File: src/rtl/mult_share_arbiter_pkg.sv
// Shared definitions for the multiplier-sharing arbiter: Q-format field
// positions, default data width, FSM state encoding and index-width helper.
package mult_share_arbiter_pkg;

  // Q-format layout: [15:13] scale factor, [12:0] signed number
  localparam int SCALE_MSB  = 15;
  localparam int SCALE_LSB  = 13;
  localparam int NUM_MSB    = 12;
  localparam int DATA_W_DEF = 16;

  typedef enum logic [1:0] {
    IDLE = 2'd0,
    CALC = 2'd1,
    RESP = 2'd2
  } state_t;

  // Width of a requester index; never below one bit
  function automatic int idx_w(input int n);
    return (n <= 2) ? 1 : $clog2(n);
  endfunction

endpackage

File: src/rtl/mult_share_arbiter_rr_arbiter.sv
// Combinational round-robin picker: searches requesters starting one above
// last_grant and wrapping, returning a one-hot grant and its index.
module rr_arbiter
  import mult_share_arbiter_pkg::*;
#(
  parameter int NUM_REQ = 4,
  parameter int IDX_W   = idx_w(NUM_REQ)
) (
  input  logic [NUM_REQ-1:0] req,
  input  logic [IDX_W-1:0]   last_grant,
  output logic [NUM_REQ-1:0] grant,
  output logic [IDX_W-1:0]   grant_idx,
  output logic               grant_valid
);

  localparam logic [IDX_W:0] NUM_REQ_L = (IDX_W+1)'(NUM_REQ);

  // cand_idx[k] is the requester examined at search offset k+1
  logic [IDX_W-1:0] cand_idx [NUM_REQ];

  genvar gi;
  generate
    for (gi = 0; gi < NUM_REQ; gi++) begin : gen_cand
      localparam logic [IDX_W:0] OFFSET = (IDX_W+1)'(gi + 1);
      logic [IDX_W:0] sum;
      logic [IDX_W:0] wrapped;
      assign sum          = {1'b0, last_grant} + OFFSET;
      assign wrapped      = (sum >= NUM_REQ_L) ? (sum - NUM_REQ_L) : sum;
      assign cand_idx[gi] = wrapped[IDX_W-1:0];
    end
  endgenerate

  // Nearest valid requester after last_grant wins (lowest offset last to assign)
  always_comb begin
    grant_idx   = '0;
    grant_valid = 1'b0;
    for (int k = NUM_REQ - 1; k >= 0; k--) begin
      if (req[cand_idx[k]]) begin
        grant_idx   = cand_idx[k];
        grant_valid = 1'b1;
      end
    end
  end

  // Expand the winning index to a one-hot vector
  always_comb begin
    grant = '0;
    if (grant_valid) grant[grant_idx] = 1'b1;
  end

endmodule

File: src/rtl/mult_share_arbiter.sv
// Time-shares one external combinational Q-format multiplier between
// NUM_REQ requesters. Accepts an operand pair, evaluates for one cycle,
// holds the registered product until the consumer takes it.
// Optional build macro: MULT_SHARE_STICKY_OVF_EN (sticky per-requester
// overflow flags on ovf_status, cleared through ovf_clear).
module mult_share_arbiter
  import mult_share_arbiter_pkg::*;
#(
  parameter int NUM_REQ = 4,
  parameter int DATA_W  = DATA_W_DEF
) (
  input  logic                      clk,
  input  logic                      rst,
  input  logic [NUM_REQ-1:0]        req_valid,
  output logic [NUM_REQ-1:0]        req_ready,
  input  logic [NUM_REQ*DATA_W-1:0] req_a,
  input  logic [NUM_REQ*DATA_W-1:0] req_b,
  output logic [NUM_REQ-1:0]        resp_valid,
  input  logic                      resp_ready,
  output logic [DATA_W-1:0]         resp_data,
  output logic                      resp_overflow,
  output logic [DATA_W-1:0]         mult_a,
  output logic [DATA_W-1:0]         mult_b,
  output logic                      mult_enable,
  input  logic [DATA_W-1:0]         mult_out,
  input  logic                      mult_overflow,
  output logic                      busy,
  output logic [NUM_REQ-1:0]        ovf_status,
  input  logic [NUM_REQ-1:0]        ovf_clear
);

  localparam int               IDX_W    = idx_w(NUM_REQ);
  localparam logic [IDX_W-1:0] LAST_RST = IDX_W'(NUM_REQ - 1);

  state_t             state_reg;
  logic [IDX_W-1:0]   last_grant_reg;
  logic [IDX_W-1:0]   grant_reg;
  logic [DATA_W-1:0]  op_a_reg;
  logic [DATA_W-1:0]  op_b_reg;
  logic [DATA_W-1:0]  resp_data_reg;
  logic               resp_overflow_reg;

  logic [NUM_REQ-1:0] arb_grant;
  logic [IDX_W-1:0]   arb_idx;
  logic [IDX_W-1:0]   arb_ptr;
  logic               arb_valid;
  logic               resp_done;
  logic               accept;

  logic [DATA_W-1:0]  a_arr [NUM_REQ];
  logic [DATA_W-1:0]  b_arr [NUM_REQ];

  genvar gi;
  generate
    for (gi = 0; gi < NUM_REQ; gi++) begin : gen_unpack
      assign a_arr[gi] = req_a[gi*DATA_W +: DATA_W];
      assign b_arr[gi] = req_b[gi*DATA_W +: DATA_W];
    end
  endgenerate

  // A completing response advances the pointer in the same cycle, so a
  // back-to-back arbitration already sees the just-served requester as last.
  assign resp_done = (state_reg == RESP) && resp_ready;
  assign arb_ptr   = (state_reg == RESP) ? grant_reg : last_grant_reg;
  assign accept    = arb_valid && ((state_reg == IDLE) || resp_done);

  rr_arbiter #(
    .NUM_REQ (NUM_REQ),
    .IDX_W   (IDX_W)
  ) u_rr_arbiter (
    .req         (req_valid),
    .last_grant  (arb_ptr),
    .grant       (arb_grant),
    .grant_idx   (arb_idx),
    .grant_valid (arb_valid)
  );

  // Sequencer: accept -> one evaluation cycle -> hold response until taken
  always_ff @(posedge clk) begin
    if (rst) begin
      state_reg         <= IDLE;
      last_grant_reg    <= LAST_RST;
      grant_reg         <= '0;
      op_a_reg          <= '0;
      op_b_reg          <= '0;
      resp_data_reg     <= '0;
      resp_overflow_reg <= 1'b0;
    end else begin
      case (state_reg)
        IDLE: begin
          if (accept) begin
            op_a_reg  <= a_arr[arb_idx];
            op_b_reg  <= b_arr[arb_idx];
            grant_reg <= arb_idx;
            state_reg <= CALC;
          end
        end
        CALC: begin
          resp_data_reg     <= mult_out;
          resp_overflow_reg <= mult_overflow;
          state_reg         <= RESP;
        end
        RESP: begin
          if (resp_ready) begin
            last_grant_reg <= grant_reg;
            if (accept) begin
              op_a_reg  <= a_arr[arb_idx];
              op_b_reg  <= b_arr[arb_idx];
              grant_reg <= arb_idx;
              state_reg <= CALC;
            end else begin
              state_reg <= IDLE;
            end
          end
        end
        default: state_reg <= IDLE;
      endcase
    end
  end

  assign req_ready     = accept ? arb_grant : '0;
  assign mult_a        = op_a_reg;
  assign mult_b        = op_b_reg;
  assign mult_enable   = (state_reg == CALC);
  assign busy          = (state_reg != IDLE);
  assign resp_data     = resp_data_reg;
  assign resp_overflow = resp_overflow_reg;

  generate
    for (gi = 0; gi < NUM_REQ; gi++) begin : gen_resp_valid
      assign resp_valid[gi] = (state_reg == RESP) && (grant_reg == IDX_W'(gi));
    end
  endgenerate

`ifdef MULT_SHARE_STICKY_OVF_EN
  logic [NUM_REQ-1:0] ovf_status_reg;

  generate
    for (gi = 0; gi < NUM_REQ; gi++) begin : gen_sticky
      // Set on a completed overflowing response; set beats a same-cycle clear
      always_ff @(posedge clk) begin
        if (rst) begin
          ovf_status_reg[gi] <= 1'b0;
        end else if (resp_done && resp_overflow_reg && (grant_reg == IDX_W'(gi))) begin
          ovf_status_reg[gi] <= 1'b1;
        end else if (ovf_clear[gi]) begin
          ovf_status_reg[gi] <= 1'b0;
        end
      end
    end
  endgenerate

  assign ovf_status = ovf_status_reg;
`else
  logic unused_ovf_clear;
  assign unused_ovf_clear = ^ovf_clear;
  assign ovf_status       = '0;
`endif

endmodule

File: config.mk
export PLATFORM = sky130hd
export DESIGN_NAME = mult_share_arbiter
export DESIGN_NICKNAME = d
export VERILOG_FILES = /design/src/rtl/mult_share_arbiter_pkg.sv /design/src/rtl/mult_share_arbiter_rr_arbiter.sv /design/src/rtl/mult_share_arbiter.sv
export SDC_FILE = /design/constraint.sdc
export NUM_CORES = 1
export LEC_CHECK = 0
export CORE_MARGIN = 2
export CORE_UTILIZATION = 35
export CTS_BUF_LIST = sky130_fd_sc_hd__clkbuf_16
export CTS_CLUSTER_SIZE = 8
export DETAILED_ROUTE_END_ITERATION = 6
export HOLD_SLACK_MARGIN = 0.08
export PLACE_DENSITY_LB_ADDON = 0.3
export SLEW_MARGIN = 15
export SYNTH_ARGS = -nofsm -noshare
export SYNTH_HDL_FRONTEND = slang
export SYNTH_HIERARCHICAL = 1
export SYNTH_SLANG_ARGS = --single-unit
File: constraint.sdc
create_clock -name clk -period 5.8 [get_ports clk]
set_input_delay 1.74 -clock clk [delete_from_list [all_inputs] [get_ports clk]]
set_output_delay 1.74 -clock clk [all_outputs]
set_load 0.03 [all_outputs]
Yosys cells after proc, flatten, opt, wreduce, memory -nomap -nowiden --
Cells that the tools add are included.
Operators by class: add/sub/neg operators 8, magnitude comparators 11, divide/modulo/power cells 0, bitwise operators 1, shifts and indexed selects 0, reductions and logical operators 15, eq/ne operators 7, $mul 0, multiplexer cells 44
Operator list (count):
- 16-bit two-way mux | 8
- 16-bit binary-select mux with 2-bit select | 2
- 16-bit one-hot mux with 2 select lines | 2
- 2-bit two-way mux | 13
- 3-bit >= comparator, second input constant | 5
- 2-bit by 3-bit < comparator with 1-bit output, second input constant | 5
- 1-bit two-way mux | 10
- 1-bit binary-select mux with 2-bit select | 4
- 4-bit two-way mux | 2
- 2-bit by 1-bit subtractor with 2-bit output, second input constant | 4
- 1-bit logical AND | 7
- 2-bit by 2-bit adder with 3-bit output, second input constant | 2
- 2-bit == test, second input constant | 3
- 2-bit one-hot mux with 3 select lines | 1
- 2-bit AND reduction | 3
- 2-bit by 1-bit == test with 1-bit output, second input constant | 2
- 2-bit logical NOT | 2
- 2-bit != test, second input constant | 2
- 2-bit one-hot mux with 2 select lines | 1
- 2-bit nonzero test | 2
- 2-bit by 1-bit adder with 3-bit output, second input constant | 1
- 2-bit by 3-bit adder with 3-bit output, second input constant | 1
- 2-bit NOT with 3-bit output | 1
- 1-bit demux with 2-bit select | 1
- other kinds (2) | 2
Storage, ports and cells: word-level logic and storage cells 93, ROM bits 0, output and inout port bits 63, bits in writable memories 0, latch bits 0, memories kept 0, input bits 156, flip-flop bits (word level) 55

Logic depth before layout (Yosys ltp) --
Gate-level depths: netlist of run 1.
depth in word-level cells 18, mapped depth 11, mapped depth without buffers 8

Cells and area by module --
The synthesis of run 1 kept the hierarchy.
By module, submodules not included:
- mult_share_arbiter | cells an instance 232, sequential area each 1101.1 um^2, instances 1, area each 2693.8 um^2
- rr_arbiter | cells an instance 34, sequential area each 0.0 um^2, instances 1, area each 244.0 um^2

Worst setup path after synthesis of run 1 --
OpenSTA, ideal clock, no wires.
path type input-to-output, from input port req_valid[3], to output port req_ready[0], path slack 1399 ps, path buffers 1, required time 4060 ps, arrival 2661 ps, stages on the path 5, cell sequence buf_6 nor2_1 nand2_1 nor2b_1 and3_1
Between the ends: elaborated cells between the ends (all ways) 24, classes of those cells 2 x order compare; 20 x mux; 2 x reduce/logical
RTL lines:
- start, declared | RTL line mult_share_arbiter.sv:14 | input logic [NUM_REQ-1:0] req_valid,
- 1-bit binary-select mux with 2-bit select | RTL line mult_share_arbiter_rr_arbiter.sv:38 | if (req[cand_idx[k]]) begin
- 1-bit two-way mux (implied by the code) | RTL line mult_share_arbiter_rr_arbiter.sv:38
- 1-bit two-way mux (3 in a row) | RTL line mult_share_arbiter_rr_arbiter.sv:38
- 1-bit two-way mux (*) | RTL line mult_share_arbiter_rr_arbiter.sv:38
- named net arb_valid | RTL line mult_share_arbiter.sv:46 | logic arb_valid;
- 4-bit two-way mux / 1-bit logical AND (equally long branches) | RTL line mult_share_arbiter_rr_arbiter.sv:48, mult_share_arbiter.sv:65
- 4-bit two-way mux (*) | RTL line mult_share_arbiter.sv:121 | assign req_ready = accept ? arb_grant : '0;
- end, declared | RTL line mult_share_arbiter.sv:15 | output logic [NUM_REQ-1:0] req_ready,
Mark *: on every way through the listed nets, which the timed path passes. The rest lies on a longest branch. The select of a mux whose other input is x is not followed.

Worst setup path after layout of run 1 --
from input port req_valid[3], to output port req_ready[3]
Same word-level chain as after synthesis.

==> results of run 1 <==
## kinds of logic (layout without fill, tap and decap cells)
kind of cell	Yosys count	count (layout)	synth area share, %
flops	55	55	37.5
mux	32	32	24.9
compound gates	74	74	18.7
simple gates	74	74	12.1
other cells	1	4	0.128
buf+inv	30	230	6.69
## cell usage in the layout (no fill, tap or decap), types with 3 or more instances in the layout
master | netlist | final
a21oi_1 | 22 | 22
a22o_1 | 32 | 32
and3_1 | 7 | 7
buf_4 | 4 | 8
clkbuf_16 | 0 | 5
clkdlybuf4s50_1 | 0 | 210
conb_1 | 1 | 4
dfxtp_1 | 55 | 55
mux4_1 | 3 | 3
mux4_2 | 29 | 29
nand2_1 | 42 | 42
nand2b_1 | 6 | 6
nor2_1 | 5 | 5
nor2b_1 | 3 | 3
o21ai_0 | 3 | 3
## through the flow
stage | utilization, % | hold WS (ps) | setup slack [ps] | instances | total power (W)
finish | 64.3 | 460 | 343 | 574 | 0.00126
global placement | 62.5 | 442 | 398 | 566 | 0.000963
CTS | 64.3 | 459 | 322 | 574 | 0.00127
detailed placement | 62.5 | 449 | 333 | 566 | 0.000974
floorplan | - | 435 | 1400 | 269 | 0.000745
global route | 64.3 | 474 | 226 | 574 | 0.00132
## path summary, 6_finish.rpt
path,depth (start not counted),startpoint,slack (ps),endpoint
max,6,req_valid[3],340,req_ready[3]
min,2,resp_data[15],460,resp_data[15]
max reg2reg,9,state_reg[1],2620,mult_b[3]
min reg2reg,2,resp_data[15],460,resp_data[15]
## per-layer routing
layer  track usage [%]  wire [um]  vias to the layer above
li1                  -          -                     1404
met1              24.7       3690                     1368
met2              35.4       4980                       98
met3              4.03        622                        2
met4              3.69         41                        0
met5                 0          0                        -
## tightest hold or removal path, cell delays in order, from the launching register on
cell and delay (ps):
dfxtp_1 310, nand2_1 50, a21oi_1 60
## cells in the mapped netlist, types with 2 or more instances
| library cell | instances | area share [%] |
|---|---|---|
| buf_2 | 13 | 2.2 |
| mux4_1 | 3 | 2.7 |
| nor2_1 | 5 | 0.64 |
| a21oi_1 | 22 | 3.7 |
| buf_4 | 4 | 1.0 |
| clkbuf_1 | 3 | 0.38 |
| buf_6 | 7 | 2.7 |
| o21a_1 | 2 | 0.51 |
| nand2b_1 | 6 | 1.3 |
| nand2_1 | 42 | 5.4 |
| a22o_1 | 32 | 9.5 |
| dfxtp_1 | 55 | 37 |
| nand3_1 | 2 | 0.34 |
| o21ai_0 | 3 | 0.51 |
| inv_1 | 2 | 0.26 |
| nor2b_1 | 3 | 0.64 |
| a211o_1 | 2 | 0.60 |
| o21bai_1 | 2 | 0.51 |
| o21ai_1 | 2 | 0.34 |
| mux4_2 | 29 | 22 |
| and3_1 | 7 | 1.5 |
## area by class of cell
class                   count  area (um2)
inverters                   3        11.3
clock buffers               5         125
clock inverters             3        25.0
repair buffers            219        2180
fillers                   679        2920
multi-input cells         184        1680
well taps                 105         131
flip-flops and latches     55        1100
## power by group
part | internal, W | total (W) | leakage (nW) | switching, W
registers | 0.000422 | 0.000447 | 0.453 | 0.0000254
clock network | 0.000162 | 0.000298 | 0.0700 | 0.000137
logic | 0.000281 | 0.000512 | 1.44 | 0.000231
total | 0.000864 | 0.00126 | 1.97 | 0.000394
==> metrics.md, run 1 <==
| Metric | Value |
|---|---|
| Status | completed |
| Worst Tran Pin Value | 958 ps |
| Netlist cell types | 41 |
| Die area | 9140 um2 |
| Post-Syn Area | 2940 um2 |
| Max-cap violations | 0 |
| Delay-heaviest family, CP | buffers and inverters |
| Syn Area/Cell | 11.0 um2 |
| Vias | 2872 |
| Fin. max-slew vios | 0 |
| CP endpoint kind | output pin |
| Layout cells sized above 1 | 11.9% |
| Final period demand of the worst path | 5460 ps |
| Detailed-route vias per instance | 5.00 |
| WL/cell | 16.3 um |
| Die W | 95.6 um |
| Hold Buf Count CTS | 0 |
| Overflow left after global routing | 0 |
| Buf/Inv on CP | 2 |
| Nets | 624 |
| Max_slew headroom | 35.9% |
| Final worst-path cycle share | 94.1% |
| Routability cong. | 0.833 |
| Sequential area share after synthesis | 37.5% |
| Io pins | 219 |
| Delay of the slowest critical-path stage | 670 ps |
| Synthesis-stage register bit count | 55 |
| Total core area | 8180 um2 |
| Gr usage total | 19.8% |
| IO buf count | 210 |
| N_diodes | 0 |
| Post-cts sizing count | 0 |
| Hold crit path type | flip-flop to flip-flop |
| Die Y-Extent | 95.6 um |
| Leak | 1.97 nW |
| Vias in the first global route | 2795 |
| Largest net degree at the start of global routing | 34 |
| Pwr per Cell Area | 239 nW/um2 |
| Fmax achieved | 183 MHz |
| Clk Latency, worst-skew pair | 290 ps |
| Detail Route Antenna Nets | 0 |
| Main synth FF type | dfxtp_1 |
| Area after DPL | 5110 um2 |
| CTS Sinks | 55 |
| Worst vdd ir | 0.123 mV |
| Setup TNS | 0 ps |
| Row count | 33 |
| WP data required | 4060 ps |
| RSZ-0062 raised after global routing | no |
| Post-DP HPWL | 7.47 mm |
| Starting density of the core | 35.9% |
| DRC | 0 |
| Max Fanout on Critical Path | 7 |
| First-pass GRT wire length | 14.0 mm |
| Most numerous cell on the critical path | clkdlybuf4s50_1 |
| Total routed wirelength | 9.34 mm |
| Postcts setup bufs | 0 |
| Worst path cell trace | clkdlybuf4s50_1, nor2_1, nand2_1, nor2b_1, and3_1, clkdlybuf4s50_1 |
| Initial antenna violation count | 0 |
| Worst Skew | 3.39 ps |
| Fin area | 5260 um2 |
| Hold Vio Cnt, Final | 0 |
| First drt pass iteration count | 4 |
| TritonCTS Buffers | 5 |
| Clk buf depth | 2 |
| Area growth from synthesis to layout | 79.0% |
| CP Class | input port to output pin |
| Setup violations, final | 0 |
| Clock Tree Root | clkbuf_16 |
| Yosys warns | 6 |
| CP Launch Type | input port |
| DR iter-0 viols | 66 |
| Number of synthesized flops with an enable pin | 0 |
| CP max-delay cell | clkdlybuf4s50_1 |
| Syn Inst Count | 266 |
| Post-synth ARST share | 0% |
| CTS tree | done |
| Clk pin slew, worst setup/hold paths | 70 ps |
| Crit path arrival time | 3720 ps |
| # H-tree levels | 2 |
Note: power is estimated with default switching activity, not from simulation.
==> run 2: changes to the inputs <==
Settings changed: CORE_UTILIZATION 35 to 37, SKIP_CTS_REPAIR_TIMING set to 1.
==> metrics.md, run 2 (synthesis results as in run 1) <==
| Metric | Value |
|---|---|
| Overflow left after global routing | 0 (unchanged) |
| Area after DPL | 5080 um2 (-0.51%) |
| First-pass GRT wire length | 14.2 mm (+1.3%) |
| Comb power frac | 40.8% (about the same) |
| Fin area | 5230 um2 (-0.50%) |
| First drt pass iteration count | 4 (unchanged) |
| Critical R2R Launch | state_reg[1] |
| Hold worst-path end | resp_data[11] |
| Fmax achieved | 179 MHz (-2.2%) |
| Starting density of the core | 38.0% (+2.1 points) |
| Max_slew headroom | 38.6% (+2.6 points) |
| Worst vdd ir | 0.130 mV (+5.5%) |
| Vias | 2948 (+2.6%) |
| Clk buf depth | 2 (unchanged) |
| Max Fanout on Critical Path | 7 (unchanged) |
| Vias in the first global route | 2891 (+3.4%) |
| Clock share of power | 23.7% (about the same) |
| Nets | 621 (-0.48%) |
| CP endpoint kind | output pin |
| WP data required | 4060 ps (about the same) |
| WHS Path Cells | 2 (unchanged) |
| Worst Tran Pin Value | 919 ps (-39.5 ps) |
| Hold wc startpoint | resp_data[11] |
| Final period demand of the worst path | 5580 ps (+122 ps) |
| Clock Tree Root | clkbuf_16 |
| Layout cells sized above 1 | 11.4% (-0.57 points) |
| Clk Latency, worst-skew pair | 290 ps (about the same) |
| DRC | 0 (unchanged) |
| Internal | 0.000863 W (-0.11%) |
| Die Y-Extent | 93.1 um (-2.6%) |
| CTS Sinks | 55 (unchanged) |
| Register Area | 1100 um2 (unchanged) |
| Detail Route Antenna Nets | 0 (unchanged) |
| Total core area | 7730 um2 (-5.5%) |
| Setup violations, final | 0 (unchanged) |
| Commonest non-fill, non-tap cell in the layout | clkdlybuf4s50_1 |
| Flop-to-flop setup slack | 2560 ps (-60 ps) |
| Die area | 8670 um2 (-5.2%) |
| CP Class | input port to output pin |
| Final worst-path cycle share | 96.2% (+2.1 points) |
| WL/cell | 16.2 um (-0.32%) |
| Routability cong. | 0.819 (-1.8%) |
| Most frequent cells in the layout | clkdlybuf4s50_1 (210), dfxtp_1 (55), nand2_1 (42) |
| DR iter-0 viols | 81 (+23%) |
| Largest net degree at the start of global routing | 25 (-26%) |
| RSZ-0062 raised after global routing | no |
| Psw | 0.000393 W (about the same) |
| CP Launch Type | input port |
| Multi-input gate area | 1680 um2 (unchanged) |
| Area growth from synthesis to layout | 78.1% |
| R2r worst-path depth | 9 (unchanged) |
| Die W | 93.1 um (-2.6%) |
| Worst Skew | 7.06 ps (+3.68 ps) |
| Setup TNS | 0 ps (unchanged) |
| TritonCTS Buffers | 5 (unchanged) |
| Gr usage total | 20.7% (+0.94 points) |
| IO buf count | 210 (unchanged) |
| CTS tree | done |
| N_diodes | 0 (unchanged) |
| Hold crit path type | flip-flop to flip-flop |
| Fin. max-slew vios | 0 (unchanged) |
| Core Util, Final | 67.7% (+3.4 points) |
| Io pins | 219 (unchanged) |
| Reg2Reg Capture Point | mult_b[3] |
| Pwr per Cell Area | 240 nW/um2 (+0.40%) |
| Post-DP HPWL | 7.33 mm (-2.0%) |
| Part of the power in registers | 35.5% (about the same) |
| Total routed wirelength | 9.21 mm (-1.4%) |
| Fillers | 620 (-8.7%) |
| Detailed-route vias per instance | 5.19 (+3.7%) |
| Final total power | 0.00126 W (-0.10%) |
| Sw frac | 31.3% (about the same) |
| # H-tree levels | 2 (unchanged) |
| Crit path arrival time | 3840 ps (+120 ps) |
| Clk pin slew, worst setup/hold paths | 70 ps (about the same) |
| Leak | 1.95 nW (-0.76%) |
| Row count | 32 (-3.0%) |
| Max-cap violations | 0 (unchanged) |
| Status | completed |
| Hold Vio Cnt, Final | 0 (unchanged) |
| Initial antenna violation count | 0 (unchanged) |
==> run 2: metrics by stage <==
stage               setup slack, ps  hold slack, ps  std cells
floorplan                      1400             435        269
global placement                282             442        560
detailed placement              233             448        560
CTS                             229             459        568
global route                   54.8             476        568
finish                          221             457        568
==> run 2: worst max path at each step <==
| stage | to | depth (start not counted) | slack [ps] | start |
|---|---|---|---|---|
| after floorplan | req_ready[0] | 5 | 1400 | req_valid[3] |
| after global placement | req_ready[0] | 6 | 280 | req_valid[2] |
| after detailed placement | req_ready[1] | 6 | 230 | req_valid[2] |
| after CTS | req_ready[1] | 6 | 230 | req_valid[2] |
| after global routing | req_ready[0] | 6 | 50 | req_valid[2] |
| final | req_ready[1] | 6 | 220 | req_valid[2] |
==> run 2: critical path: stages <==
cell and delay [ps]:
clkdlybuf4s50_1 620, nor2_1 170, nand2_1 110, nor2b_1 290, and3_1 210, clkdlybuf4s50_1 690
==> run 2: power groups by stage <==
stage               Clock, W  Sequential (W)  Combinational [W]
finish              0.000298        0.000446           0.000512
global route        0.000324        0.000451           0.000544
CTS                 0.000307        0.000446           0.000517
detailed placement         0        0.000454           0.000516
global placement           0        0.000453           0.000509
floorplan                  0        0.000531           0.000214
==> run 2: cell type report <==
| type | count | share of cell area [%] |
|---|---|---|
| inverters | 3 | 0.215 |
| multi-input cells | 184 | 32.2 |
| repair buffers | 216 | 41.3 |
| well taps | 102 | 2.44 |
| flip-flops and latches | 55 | 21.0 |
| clock inverters | 3 | 0.478 |
| clock buffers | 5 | 2.39 |
==> run 2: metal layers <==
| layer | GRT usage [%] | share of wire [%] | vias up |
|---|---|---|---|
| met3 | 4.51 | 5.7 | 9 |
| met5 | 0 | 0 | - |
| li1 | - | - | 1395 |
| met4 | 4.41 | 1.1 | 0 |
| met1 | 23.7 | 39 | 1431 |
| met2 | 39.4 | 54 | 113 |
==> run 3: changes to the inputs <==
--- a/config.mk
+++ b/config.mk
@@ -7,5 +7,5 @@
 export LEC_CHECK = 0
 export CORE_MARGIN = 2
-export CORE_UTILIZATION = 37
+export CORE_UTILIZATION = 31
 export CTS_BUF_LIST = sky130_fd_sc_hd__clkbuf_16
 export CTS_CLUSTER_SIZE = 8
==> constraint.sdc (replaced) <==
create_clock -name clk -period 4.9 [get_ports clk]
set_input_delay 0.98 -clock clk [delete_from_list [all_inputs] [get_ports clk]]
set_output_delay 0.98 -clock clk [all_outputs]
set_load 0.03 [all_outputs]
==> metrics.md, run 3 (synthesis results as in run 1) <==
| Metric | Value |
|---|---|
| Die Y-Extent | 101 um (+8.9%) |
| Final worst-path cycle share | 86.8% |
| Clk buf depth | 2 (unchanged) |
| Worst Tran Pin Value | 844 ps (-75.3 ps) |
| Total core area | 9200 um2 (+19%) |
| Total routed wirelength | 9.33 mm (+1.2%) |
| Clk Latency, worst-skew pair | 290 ps (about the same) |
| Routability cong. | 0.752 (-8.1%) |
| Worst vdd ir | 0.149 mV (+15%) |
| Io pins | 219 (unchanged) |
| First drt pass iteration count | 5 (+1) |
| Hold wc startpoint | resp_data[10] |
| Most numerous cell on the critical path | clkdlybuf4s50_1 |
| Vias | 2894 (-1.8%) |
| Hold worst-path end | resp_data[10] |
| Buf/Inv on CP | 2 (unchanged) |
| Post-DP HPWL | 7.42 mm (+1.2%) |
| CP endpoint kind | output pin |
| Largest net degree at the start of global routing | 25 (unchanged) |
| Nets | 620 (-0.16%) |
| WL/cell | 16.2 um (-0.18%) |
| RSZ-0062 raised after global routing | no |
| Delay of the slowest critical-path stage | 680 ps (about the same) |
| Max_slew headroom | 43.6% (+5.0 points) |
| Clock Tree Root | clkbuf_16 |
| DRC | 0 (unchanged) |
| Row count | 35 (+9.4%) |
| Critical R2R Launch | state_reg[1] |
| Setup violations, final | 0 (unchanged) |
| Flop-to-flop setup slack | 1670 ps (-890 ps) |
| Max Fanout on Critical Path | 10 (+3) |
| IO buf count | 210 (unchanged) |
| Overflow left after global routing | 0 (unchanged) |
| CTS Sinks | 55 (unchanged) |
| # H-tree levels | 2 (unchanged) |
| Area growth from synthesis to layout | 78.1% (about the same) |
| Status | completed |
| Layout cells sized above 1 | 11.2% (-0.19 points) |
| Starting density of the core | 31.9% (-6.1 points) |
| Vias in the first global route | 2932 (+1.4%) |
| Die area | 10300 um2 (+18%) |
| Detailed-route vias per instance | 5.02 (-3.2%) |
| Register Area | 1100 um2 (unchanged) |
| DR iter-0 viols | 84 (+3.7%) |
| Detail Route Antenna Nets | 0 (unchanged) |
| Pwr per Cell Area | 283 nW/um2 (+18%) |
| R2r worst-path depth | 9 (unchanged) |
| Fin. max-slew vios | 0 (unchanged) |
| Max-cap violations | 0 (unchanged) |
| Die W | 101 um (+8.9%) |
| Core Util, Final | 56.9% (-11 points) |
| Worst Skew | 3.25 ps (-3.81 ps) |
| Hold crit path type | flip-flop to flip-flop |
| Hold Vio Cnt, Final | 0 (unchanged) |
| Setup TNS | 0 ps (unchanged) |
| CTS tree | done |
| Fmax achieved | 235 MHz |
| Delay-heaviest family, CP | buffers and inverters |
| WHS Path Cells | 2 (unchanged) |
| Worst path cell trace | clkdlybuf4s50_1, nor2_1, nand2_1, nor2b_1, and3_1, clkdlybuf4s50_1 |
| Gr usage total | 17.2% (-3.6 points) |
| CP Class | input port to output pin |
| Crit path arrival time | 3270 ps (-570 ps) |
| CP max-delay cell | clkdlybuf4s50_1 |
| First-pass GRT wire length | 14.0 mm (-1.4%) |
| Fillers | 820 (+32%) |
| Leak | 1.94 nW (-0.45%) |
| Final period demand of the worst path | 4250 ps |
| N_diodes | 0 (unchanged) |
| Most frequent cells in the layout | clkdlybuf4s50_1 (210), dfxtp_1 (55), nand2_1 (42) |
| Reg2Reg Capture Point | mult_b[3] |
| WP data required | 3920 ps (-140 ps) |
| Commonest non-fill, non-tap cell in the layout | clkdlybuf4s50_1 |
| Initial antenna violation count | 0 (unchanged) |
| Clk pin slew, worst setup/hold paths | 70 ps (about the same) |
| TritonCTS Buffers | 5 (unchanged) |
| Multi-input gate area | 1680 um2 (unchanged) |
| CP Launch Type | input port |
-- run 3: cell types whose count changed in the layout (fill, tap and decap cells not counted) --
cell        change
clkinv_2        +1
clkinvlp_4      +1
buf_4           -1
clkinv_4        -2
-- run 3: layout make-up --
| type | count | share of cell area (%) |
|---|---|---|
| inverters | 3 | 0.215 |
| flip-flops and latches | 55 | 21.0 |
| repair buffers | 215 | 41.1 |
| multi-input cells | 184 | 32.2 |
| clock inverters | 3 | 0.383 |
| well taps | 111 | 2.65 |
| clock buffers | 5 | 2.39 |
-- run 3: how the worst max path moves through the flow --
| stage | from | to | cells after the start |
|---|---|---|---|
| floorplan | req_valid[3] | req_ready[0] | 5 |
| global placement | req_valid[3] | req_ready[0] | 6 |
| CTS | req_valid[3] | req_ready[0] | 6 |
| global route | req_valid[3] | req_ready[0] | 6 |
| detailed placement | req_valid[3] | req_ready[0] | 6 |
| finish | req_valid[3] | req_ready[1] | 6 |
-- run 3: metrics by stage --
| stage | setup WS [ps] | hold slack (ps) | power (W) | std cells | instance area, um2 |
|---|---|---|---|---|---|
| 2_1_floorplan | 2020 | 435 | 0.000882 | 269 | 2950 |
| 3_3_place_gp | 708 | 441 | 0.00114 | 568 | 5090 |
| 3_5_place_dp | 661 | 446 | 0.00115 | 568 | 5090 |
| 4_1_cts | 640 | 457 | 0.00150 | 576 | 5230 |
| 5_1_grt | 496 | 471 | 0.00156 | 576 | 5230 |
| 6_report | 648 | 456 | 0.00148 | 576 | 5230 |
-- run 3: metal layers --
metal	share of wire [%]	vias to the layer above	track usage [%]	wire, um
met5	0	-	0	0
met4	2.4	0	5.51	220
met3	5.8	16	3.86	545
met2	52	103	30.9	4820
met1	40	1382	20.2	3740
li1	-	1393	-	-
-- run 3: where the power goes --
group          leakage (nW)  switching (W)  internal (W)  total [W]
Clock                0.0658       0.000160      0.000189   0.000348
Combinational          1.42       0.000274      0.000330   0.000604
Sequential            0.453      0.0000288      0.000499   0.000528
Total                  1.94       0.000462       0.00102    0.00148
-- run 3: worst reg2reg max path, cell delays in order, from the launching register on --
cell,delay [ps]
dfxtp_1,380
nor2b_1,330
nand2_1,120
nand2_1,380
nand2b_1,180
a21oi_1,100
o221ai_4,540
buf_12,300
mux4_1,580
a22o_1,230
